[src/rtl/ifid_stage.sv]
// rtl/ifid_stage.sv - IF/ID pipeline register with load-use hazard, stall and exception flush control
module ifid_stage #(
   parameter int          FLUSH_CYCLES = 2,
   parameter logic [31:0] NOP_WORD     = 32'h0000_0000
) (
   input  logic        clk,
   input  logic        reset,
   input  logic [31:0] if_instr,
   input  logic [31:0] if_pc,
   input  logic        ex_load,
   input  logic [2:0]  ex_load_rd,
   input  logic        ext_stall,
   input  logic        exc_req,
   output logic [31:0] ifid_instr,
   output logic [31:0] ifid_pc,
   output logic        ifid_valid,
   output logic        pc_write,
   output logic        idex_write,
   output logic        idex_bubble,
   output logic        epc_write,
   output logic        cause_write,
   output logic        flushing
);

   typedef enum logic [1:0] {RUN, STALL, FLUSH} state_t;
   typedef enum logic [1:0] {IF_LOAD, IF_HOLD, IF_NOP} ifop_t;

   localparam logic [2:0] FLUSH_LOAD = 3'(FLUSH_CYCLES - 1);

   state_t      state, state_next;
   ifop_t       ifop;
   logic [2:0]  cnt, cnt_next;
   logic        hazard;

   // Both 16-bit halves carry rm at [5:3] and rn at [8:6] of their half.
   assign hazard = ex_load & ifid_valid &
                   ((ifid_instr[5:3]   == ex_load_rd) |
                    (ifid_instr[8:6]   == ex_load_rd) |
                    (ifid_instr[21:19] == ex_load_rd) |
                    (ifid_instr[24:22] == ex_load_rd));

   assign flushing = (state == FLUSH);

   always_comb begin
      state_next  = state;
      cnt_next    = cnt;
      ifop        = IF_LOAD;
      pc_write    = 1'b1;
      idex_write  = 1'b1;
      idex_bubble = 1'b0;
      epc_write   = 1'b0;
      cause_write = 1'b0;
      if (exc_req) begin
         ifop        = IF_NOP;
         idex_bubble = 1'b1;
         epc_write   = 1'b1;
         cause_write = 1'b1;
         cnt_next    = FLUSH_LOAD;
         state_next  = FLUSH;
      end else if (ext_stall) begin
         ifop       = IF_HOLD;
         pc_write   = 1'b0;
         idex_write = 1'b0;
      end else begin
         case (state)
            RUN, STALL: begin
               // A repeated hazard in STALL only arises from a stale ex_load.
               if (hazard) begin
                  ifop        = IF_HOLD;
                  pc_write    = 1'b0;
                  idex_bubble = 1'b1;
                  state_next  = STALL;
               end else begin
                  state_next = RUN;
               end
            end
            FLUSH: begin
               ifop        = IF_NOP;
               idex_bubble = 1'b1;
               if (cnt == 3'd0) state_next = RUN;
               else             cnt_next   = cnt - 3'd1;
            end
            default: state_next = RUN;
         endcase
      end
   end

   always_ff @(posedge clk or posedge reset) begin
      if (reset) begin
         state      <= RUN;
         cnt        <= 3'd0;
         ifid_instr <= NOP_WORD;
         ifid_pc    <= 32'd0;
         ifid_valid <= 1'b0;
      end else begin
         state <= state_next;
         cnt   <= cnt_next;
         case (ifop)
            IF_LOAD: begin
               ifid_instr <= if_instr;
               ifid_pc    <= if_pc;
               ifid_valid <= 1'b1;
            end
            // The PC is kept so a squashed slot still reports where the front end stood.
            IF_NOP: begin
               ifid_instr <= NOP_WORD;
               ifid_valid <= 1'b0;
            end
            default: ;
         endcase
      end
   end

endmodule

[config.mk]
export PLATFORM = sky130hd
export DESIGN_NAME = ifid_stage
export DESIGN_NICKNAME = d
export VERILOG_FILES = /design/src/rtl/ifid_stage.sv
export SDC_FILE = /design/constraint.sdc
export NUM_CORES = 1
export LEC_CHECK = 0
export ABC_AREA = 1
export BUFFER_PORTS_ARGS = -buffer_cell sky130_fd_sc_hd__buf_4
export CORE_MARGIN = 5
export CORE_UTILIZATION = 40
export CTS_CLUSTER_SIZE = 12
export DETAILED_ROUTE_END_ITERATION = 16
export PLACE_DENSITY = 0.69
export SLEW_MARGIN = 20
export SYNTH_ARGS = -nofsm -noshare
export SYNTH_HDL_FRONTEND = slang
export SYNTH_SLANG_ARGS = --single-unit
[constraint.sdc]
create_clock -name clk -period 2.4 [get_ports clk]
set_input_delay 0.24 -clock clk [delete_from_list [all_inputs] [get_ports clk]]
set_output_delay 0.24 -clock clk [all_outputs]
set_load 0.05 [all_outputs]
# After elaboration in Yosys (flattened, before gate mapping)
# Index checks and enable logic that the tools add are counted.
# word_totals
input_bits	72
out_inout_bits	71
elab_cells	54
register_bits	70
# op_classes
eq_ne	10
add_sub_neg	1
bitwise	5
mux	25
n_reduce_logical	8
# ops
operator	count
32-bit one-hot mux with 2 select lines	1
3-bit == test	4
3-bit two-way mux	4
1-bit two-way mux	11
2-bit two-way mux	5
2-bit one-hot mux with 2 select lines	2
2-bit == test, second input constant	2
2-bit logical NOT	2
1-bit one-hot mux with 2 select lines	2
2-bit nonzero test	2
3-bit logical NOT	1
3-bit by 2-bit inequality test with 1-bit output, second input constant	1
1-bit OR	3
3-bit AND reduction	1
3-bit by 1-bit subtractor with 3-bit output, second input constant	1
1-bit AND	2
2-bit by 1-bit == test with 1-bit output, second input constant	1
2-bit by 1-bit inequality test with 1-bit output, second input constant	1
2-bit inequality test, second input constant	1
2-bit AND reduction	1
2-bit OR reduction	1

# Depth between registers and ports, before layout
# Gate-level depths: netlist of the first run.
# logic_depth
ltp_word	11
ltp_mapped	10
depth_no_buf	9

# Worst setup path before layout of the first run
# No wires, ideal clock.
# synth_timing
kind	reg2out
startpoint	register state[0]
endpoint	output port idex_bubble
arrival_ps	2357
stages_incl_launch_ff	5
path_buffers	1
slack_ps	-197
required_time_ps	2160
path_cell_list	dfrtp_1 > nor2_1 > nor2_1 > clkbuf_1 > a21oi_1
# synth_via
word_cells_on_any_way	7
cone_classes	eq/ne: 2; mux: 3; reduce/logical: 2
# synth_lines
element	line_no	source
start: declaration	30	state_t state, state_next;
start signal: assignment	96	state <= state_next;
2-bit == test	-	
net flushing	22	output logic flushing
1-bit one-hot mux with 2 select lines	65	case (state)
1-bit two-way mux	60	end else if (ext_stall) begin
1-bit two-way mux	53	if (exc_req) begin
end: declaration	19	output logic idex_bubble,
# The timed path passes the listed nets, and every way through them passes these cells.

# Final worst setup path of the first run
# layout_timing
startpoint	register state[1]
endpoint	output port idex_bubble
# layout_via
elab_chain_len	5
word_cells_on_any_way	7
cone_classes	eq/ne: 2; mux: 3; reduce/logical: 2
# layout_rtl
element	line_no
2-bit by 1-bit == test with 1-bit output or 2-bit logical NOT (tied branches)	65
2-bit OR reduction	65
1-bit one-hot mux with 2 select lines (*)	65
1-bit two-way mux (*)	60
1-bit two-way mux (*)	53
# Every way passes the cells marked *; elsewhere a longest branch is shown, timed or not.

==> results by group, run 1 <==
Status
  – Status: completed

CTS
  – Clock latency on the worst-skew pair: 0.35 ns
  – Sink Count: 70
  – CTS clock-pin slew for the worst setup and hold paths: about 0.080 ns
  – Post_cts resized: 0
  – CTS tree: built
  – Root Driver: clkbuf_8
  – H-tree Lvls: 3
  – CTS Buffer Depth: 2
  – Cts bufs inserted: 9
  – Post-CTS Setup Inserts: 0

Logic synthesis
  – Warnings from Yosys: 0
  – Post-synth EDFFs: 0
  – Synth Instances: 377
  – Synth async-reset ratio: 100.0%
  – Share of the synthesized area in the top cell type: 53.80%
  – Sequential share of the synthesized area: 53.80%
  – Ranking of synthesized cells by area: dfrtp_1 (54%), nand2_1 (15%), nand4_1 (13%), nand3_1 (6.0%), clkbuf_1 (2.1%)
  – Commonest cells post-synth: nand2_1 (128), dfrtp_1 (70), nand4_1 (66)
  – Leading area contributor after synthesis: dfrtp_1
  – Post-Syn Nets: 451
  – Synth Flop Type: dfrtp_1
  – Synth cell types: 19
  – Most common cell in the netlist: nand2_1
  – Synth Area per Inst: 8.636 um2
  – Yosys reg bits: 70
  – Synthesized area: between 3000 and 4000 um2

Global routing
  – First-pass GRT wire length: 15.70 mm
  – Largest net degree at the start of global routing: 45
  – Vias in the first global route: 3140
  – Total GRT Usage: about a fifth
  – Total global routing overflow: 0
  – Initial antenna violation count: 0

Detailed routing
  – Met3 routed WL: just under 1 mm
  – DR top layer: met4
  – Total wire length: 9.702 mm
  – Total number of vias: around 3200
  – DR vias/cell: 5.140
  – Routed Antenna Nets: 0
  – Met2 Wirelength: 4.368 mm
  – Met1 wire length: 4.246 mm
  – WL per Instance: 15.65 um
  – Drt pass-1 iters: 4
  – # DRC: 0
  – Initial DRC count: 85

Worst setup path
  – RR Endpoint: ifid_pc[11]$_DFFE_PP0N_
  – CP Class: flop to primary output
  – Critical path data required time: 2.16 ns
  – WP data arrival: 1.93 ns
  – Worst-path fanout max: 41
  – Worst setup SP type: flop
  – R2r worst-path depth: 6
  – First element of the critical path: state[1]$_DFFE_PP0P_
  – Worst setup endpoint: idex_bubble
  – Flop2flop setup slack: 0.41 ns
  – Worst Setup End Kind: primary output
  – RR Startpoint: state[1]$_DFFE_PP0P_

STA
  – Peak Freq: 460.5 MHz
  – Clk_skew: 0.008272 ns
  – RSZ-0062 raised after global routing: false
  – Fin crit share: 90.49%
  – Final Max Slew Viols: 0
  – Final Critical Period: 2.172 ns
  – Final setup violation count: 0
  – Final hold vios: 0
  – Setup_tns: 0 ns
  – Max-slew headroom: between 30% and 40%
  – Slew @ Worst Pin: 0.9148 ns

Finish
  – Layout fillers: ~750
  – Core Util, Final: 57.87%
  – Multi-input gate area: 1262 um2
  – Synthesis-to-finish area growth: 43.12%
  – Storage cell area: 1752 um2
  – Layout cell share with drive strength beyond 1: 34.56%
  – Nets: 584
  – Diode count: 0
  – Final Cell Area: 4659 um2

Floorplan
  – FP Rows: 33
  – Area of the core: 8051 um2
  – Die width: 100.2 um
  – Boundary pin count: 143
  – Die area: 10040 um2
  – Die extent in y: 100.2 um
  – Initial core utilization: 40.44%

Pwr
  – P per Cell Area: ~900 nW/um2
  – Peak VDD IR: 559.7 uV
  – Leak: 2.565 nW
  – Total design power: 0.004212 W

Placement
  – IO buf count: between 100 and 150
  – Final weighted congestion in routability-driven placement: 0.8265
  – Placed Instance Area: 4369 um2
  – DP HPWL: 6.955 mm

Flow run
  – # Max-Cap Violations: 0

Worst hold path
  – Worst min path class: input port to flop
cells in the final DEF, fill, tap and decap left out:
| cell | synthesis | final |
|---|---|---|
| dlygate4sd3_1 | 0 | 1 |
| xnor2_1 | 5 | 5 |
| clkbuf_8 | 0 | 11 |
| inv_1 | 17 | 15 |
| o21ai_0 | 5 | 5 |
| clkinv_4 | 0 | 1 |
| buf_4 | 2 | 154 |
| a21oi_2 | 0 | 1 |
| nor2_4 | 0 | 1 |
| dfrtp_1 | 70 | 70 |
| a21oi_1 | 3 | 2 |
| nand4_1 | 66 | 66 |
| nor2_1 | 4 | 3 |
| nand3_1 | 39 | 39 |
| o21ai_4 | 1 | 1 |
| nand2_2 | 1 | 1 |
| ha_1 | 2 | 2 |
| bufinv_16 | 0 | 4 |
| and3_1 | 1 | 1 |
| nand3_2 | 1 | 1 |
| inv_2 | 1 | 3 |
| nand2_1 | 128 | 128 |
through the flow:
step	hold WS (ns)	std cells	worst slack, ns
after floorplan	0.3886	377	0.1013
after global placement	0.3318	603	0.4808
after detailed placement	0.3380	603	0.4233
after CTS	0.1195	620	0.2082
after global routing	0.1180	620	0.05724
final	0.1375	620	0.2283
layout make-up:
cell class                 instances  share of cell area, %
clock buffer                      11                  3.249
multi-input combinational        256                  27.09
timing repair buffer             155                  25.03
tap                              105                  2.820
sequential                        70                  37.59
clock inverter                     5                  2.766
inverter                          18                  1.450
how the worst min path moves through the flow:
| stage | from | end | slack (ns) | cells past startpoint |
|---|---|---|---|---|
| floorplan | if_instr[0] | ifid_instr[0]$_DFFE_PP0P_ | 0.39 | 2 |
| global placement | reset | ifid_pc[8]$_DFFE_PP0N_ | 0.33 | 3 |
| detailed placement | reset | ifid_pc[5]$_DFFE_PP0N_ | 0.34 | 3 |
| CTS | if_instr[2] | ifid_instr[2]$_DFFE_PP0P_ | 0.12 | 3 |
| global route | if_instr[2] | ifid_instr[2]$_DFFE_PP0P_ | 0.12 | 3 |
| finish | if_instr[1] | ifid_instr[1]$_DFFE_PP0P_ | 0.14 | 3 |
timing repair:
item,4_1_cts,5_1_grt
hold endpoints to repair,26,0
hold buffers,1,0
endpoints found under the setup margin,0,0
layer usage:
layer	vias up	GRT usage [%]
met3	11	7.575
li1	1546	-
met5	-	0
met2	122	29.51
met4	0	5.907
met1	1508	26.30
critical path: stages (launching register included):
cell and delay, ns:
dfrtp_1 0.38, inv_1 0.07, nor2_1 0.09, nor2_4 0.71, a21oi_2 0.11, buf_4 0.22
where the power goes:
group          leakage (nW)  internal, W  switching [W]
clock network         0.140     0.000855       0.000460
logic                  1.51     0.000425       0.000995
registers             0.915      0.00137       0.000111
total                  2.56      0.00265        0.00157
state kept, by name (all words and copies together) (netlist names):
signal and count:
state 2, ifid_pc 32, cnt 3, ifid_instr 32, ifid_valid 1
kinds of logic after synthesis:
group                      synth area share (%)
and+or+nand+nor                           34.59
adders and majority gates                0.7685
AOI/OAI and AO/OA                         1.729
DFF                                       53.80
buffers and inverters                     7.763
xor gates and xnor gates                  1.345
Note: power is estimated with default switching activity, not from simulation.
==> run 2, diff against run 1 <==
--- a/config.mk
+++ b/config.mk
@@ -7,6 +7,7 @@
 export LEC_CHECK = 0
 export ABC_AREA = 1
 export BUFFER_PORTS_ARGS = -buffer_cell sky130_fd_sc_hd__buf_4
+export CORE_ASPECT_RATIO = 0.9
 export CORE_MARGIN = 5
 export CORE_UTILIZATION = 40
 export CTS_CLUSTER_SIZE = 12
==> results by group, run 2 (synthesized netlist as in run 1, its figures left out) <==
STA
  – Min Hold Slack: -0.002328 ns (-0.1398 ns)
  – Clk_skew: 0.01006 ns (+0.001786 ns)
  – Slew @ Worst Pin: 0.8544 ns (-0.06038 ns)
  – Peak Freq: 468.1 MHz (+1.7%)
  – Final Critical Period: 2.136 ns (-0.03536 ns)
  – Final setup violation count: 0 (unchanged)
  – Fin crit share: 89.01% (-1.5 points)
  – RSZ-0062 raised after global routing: false
  – Final Max Slew Viols: 0 (unchanged)
  – Setup_tns: 0 ns (unchanged)
  – Max-slew headroom: 42.91% (+4.0 points)
  – Final setup margin: 0.2637 ns (+0.03536 ns)
  – Final hold vios: 4 (+4)

Floorplan
  – FP Rows: 31 (-6.1%)
  – Boundary pin count: 143 (unchanged)
  – Initial core utilization: 40.75% (+0.31 points)
  – Die width: 105.1 um (+4.9%)
  – Die extent in y: 95.59 um (-4.6%)
  – Die area: 10050 um2 (about the same)
  – Area of the core: 7990 um2 (-0.76%)

Worst setup path
  – Worst Setup End Kind: primary output
  – CP Class: flop to primary output
  – RR Endpoint: ifid_pc[8]$_DFFE_PP0N_
  – Worst-path fanout max: 37 (-9.8%)
  – RR Startpoint: state[1]$_DFFE_PP0P_
  – Critical path data required time: 2.16 ns (about the same)
  – Flop2flop setup slack: 0.41 ns (about the same)
  – Worst setup SP type: flop
  – WP data arrival: 1.90 ns (-0.03 ns)
  – R2r worst-path depth: 6 (unchanged)

Finish
  – Storage cell area: 1752 um2 (unchanged)
  – Multi-input gate area: 1262 um2 (unchanged)
  – Most frequent cells in the layout: buf_4 (152), nand2_1 (128), dfrtp_1 (70)
  – Layout cell share with drive strength beyond 1: 34.50% (-0.060 points)
  – Nets: 582 (-0.34%)
  – Leading cell type in the layout, fill and taps excluded: buf_4
  – Diode count: 0 (unchanged)
  – Top Registers: ifid_instr: 32 flops, ifid_pc: 32 flops, cnt: 3 flops
  – Layout fillers: 769 (+2.8%)
  – Core Util, Final: 57.16% (-0.71 points)
  – Synthesis-to-finish area growth: 40.28%

Global routing
  – Met1 Track Usage GR: 27.16% (+0.86 points)
  – Total GRT Usage: 18.73% (-0.89 points)
  – GRT busiest layer: met1
  – Largest net degree at the start of global routing: 57 (+27%)
  – Met3 Track Usage GR: 5.484% (-2.1 points)
  – Initial antenna violation count: 0 (unchanged)
  – Total global routing overflow: 0 (unchanged)
  – Vias in the first global route: 3126 (-0.45%)
  – GR Layer Usage met2: 26.94% (-2.6 points)
  – First-pass GRT wire length: 15.33 mm (-2.3%)

Worst hold path
  – Worst min path class: input port to asynchronous set/reset pin

Pwr
  – Peak VDD IR: 533.8 uV (-4.6%)
  – Leak: 2.516 nW (-1.9%)
  – P per Cell Area: 850.6 nW/um2 (-5.9%)

CTS
  – CTS tree: built
  – H-tree Lvls: 3 (unchanged)
  – Post-CTS Setup Inserts: 0 (unchanged)
  – Sink Count: 70 (unchanged)
  – CTS clock-pin slew for the worst setup and hold paths: 0.08 ns (about the same)
  – Clock latency on the worst-skew pair: 0.34 ns (about the same)
  – Root Driver: clkbuf_8
  – Cts hold-fix bufs: 0 (-1)
  – Cts bufs inserted: 9 (unchanged)
  – CTS Buffer Depth: 2 (unchanged)
  – Post_cts resized: 0 (unchanged)

Detailed routing
  – Total wire length: 9.484 mm (-2.2%)
  – Total number of vias: 3174 (-0.41%)
  – Drt pass-1 iters: 4 (unchanged)
  – DR vias/cell: 5.186 (+0.89%)
  – Initial DRC count: 172 (+100%)
  – Routed Antenna Nets: 0 (unchanged)
  – WL per Instance: 15.50 um (-0.97%)
  – # DRC: 0 (unchanged)

Placement
  – Setup slack after placement: 0.4263 ns (+0.003029 ns)
  – IO buf count: 142 (unchanged)
  – DP HPWL: 6.683 mm (-3.9%)
  – Final weighted congestion in routability-driven placement: 0.8488 (+2.7%)

Flow run
  – # Max-Cap Violations: 0 (unchanged)

Status
  – Status: finished, violations left
  – Failing checks: negative hold slack
## run 2: cell count changes in the layout (fill, tap and decap cells not counted)
cell,delta
buf_4,-2
buf_6,+1
bufinv_16,-3
clkinv_2,+1
clkinv_4,-1
clkinvlp_4,+3
dlygate4sd3_1,-1
## run 2: per-layer routing
metal	vias up	wire, um
met5	-	0
met3	10	723
met4	0	98
met2	127	4148
met1	1502	4513
li1	1535	-
## run 2: worst max-delay path, cell delays in order, from the launching register on
cell,delay [ns]
dfrtp_1,0.38
inv_1,0.07
nor2_1,0.09
nor2_4,0.66
a21oi_2,0.13
buf_4,0.22
## run 2: final cells by class
cell class	instances	area share, %
sequential	70	38.36
multi-input combinational	256	27.64
timing repair buffer	153	25.23
clock buffer	11	3.315
tap	99	2.712
inverter	18	1.479
clock inverter	5	1.260
## run 2: report_power, final
group          switching [W]  total [W]  internal [W]  leakage, nW
Clock               0.000453   0.000988      0.000535       0.0976
Sequential          0.000121    0.00149       0.00137        0.915
Combinational       0.000986    0.00141      0.000423         1.50
Total                0.00156    0.00388       0.00232         2.52
## run 2: worst max path at each step
stage / startpoint / endpoint / slack (ns) / depth (start not counted)
floorplan: state[0]$_DFFE_PP0P_ / idex_bubble / 0.10 / 4
global placement: state[1]$_DFFE_PP0P_ / ifid_pc[19]$_DFFE_PP0N_ / 0.50 / 6
detailed placement: state[1]$_DFFE_PP0P_ / ifid_pc[19]$_DFFE_PP0N_ / 0.43 / 6
CTS: ifid_instr[8]$_DFFE_PP0P_ / idex_bubble / 0.16 / 9
global route: ifid_instr[19]$_DFFE_PP0P_ / idex_bubble / 0.07 / 9
finish: state[1]$_DFFE_PP0P_ / idex_bubble / 0.26 / 5
## run 2: per-stage QoR
step	total power, W	cell area (um2)	std cells
after floorplan	0.002424	3259	377
after global placement	0.002909	4354	596
after detailed placement	0.002926	4354	596
after CTS	0.003922	4563	612
after global routing	0.004082	4567	612
final	0.003885	4567	612
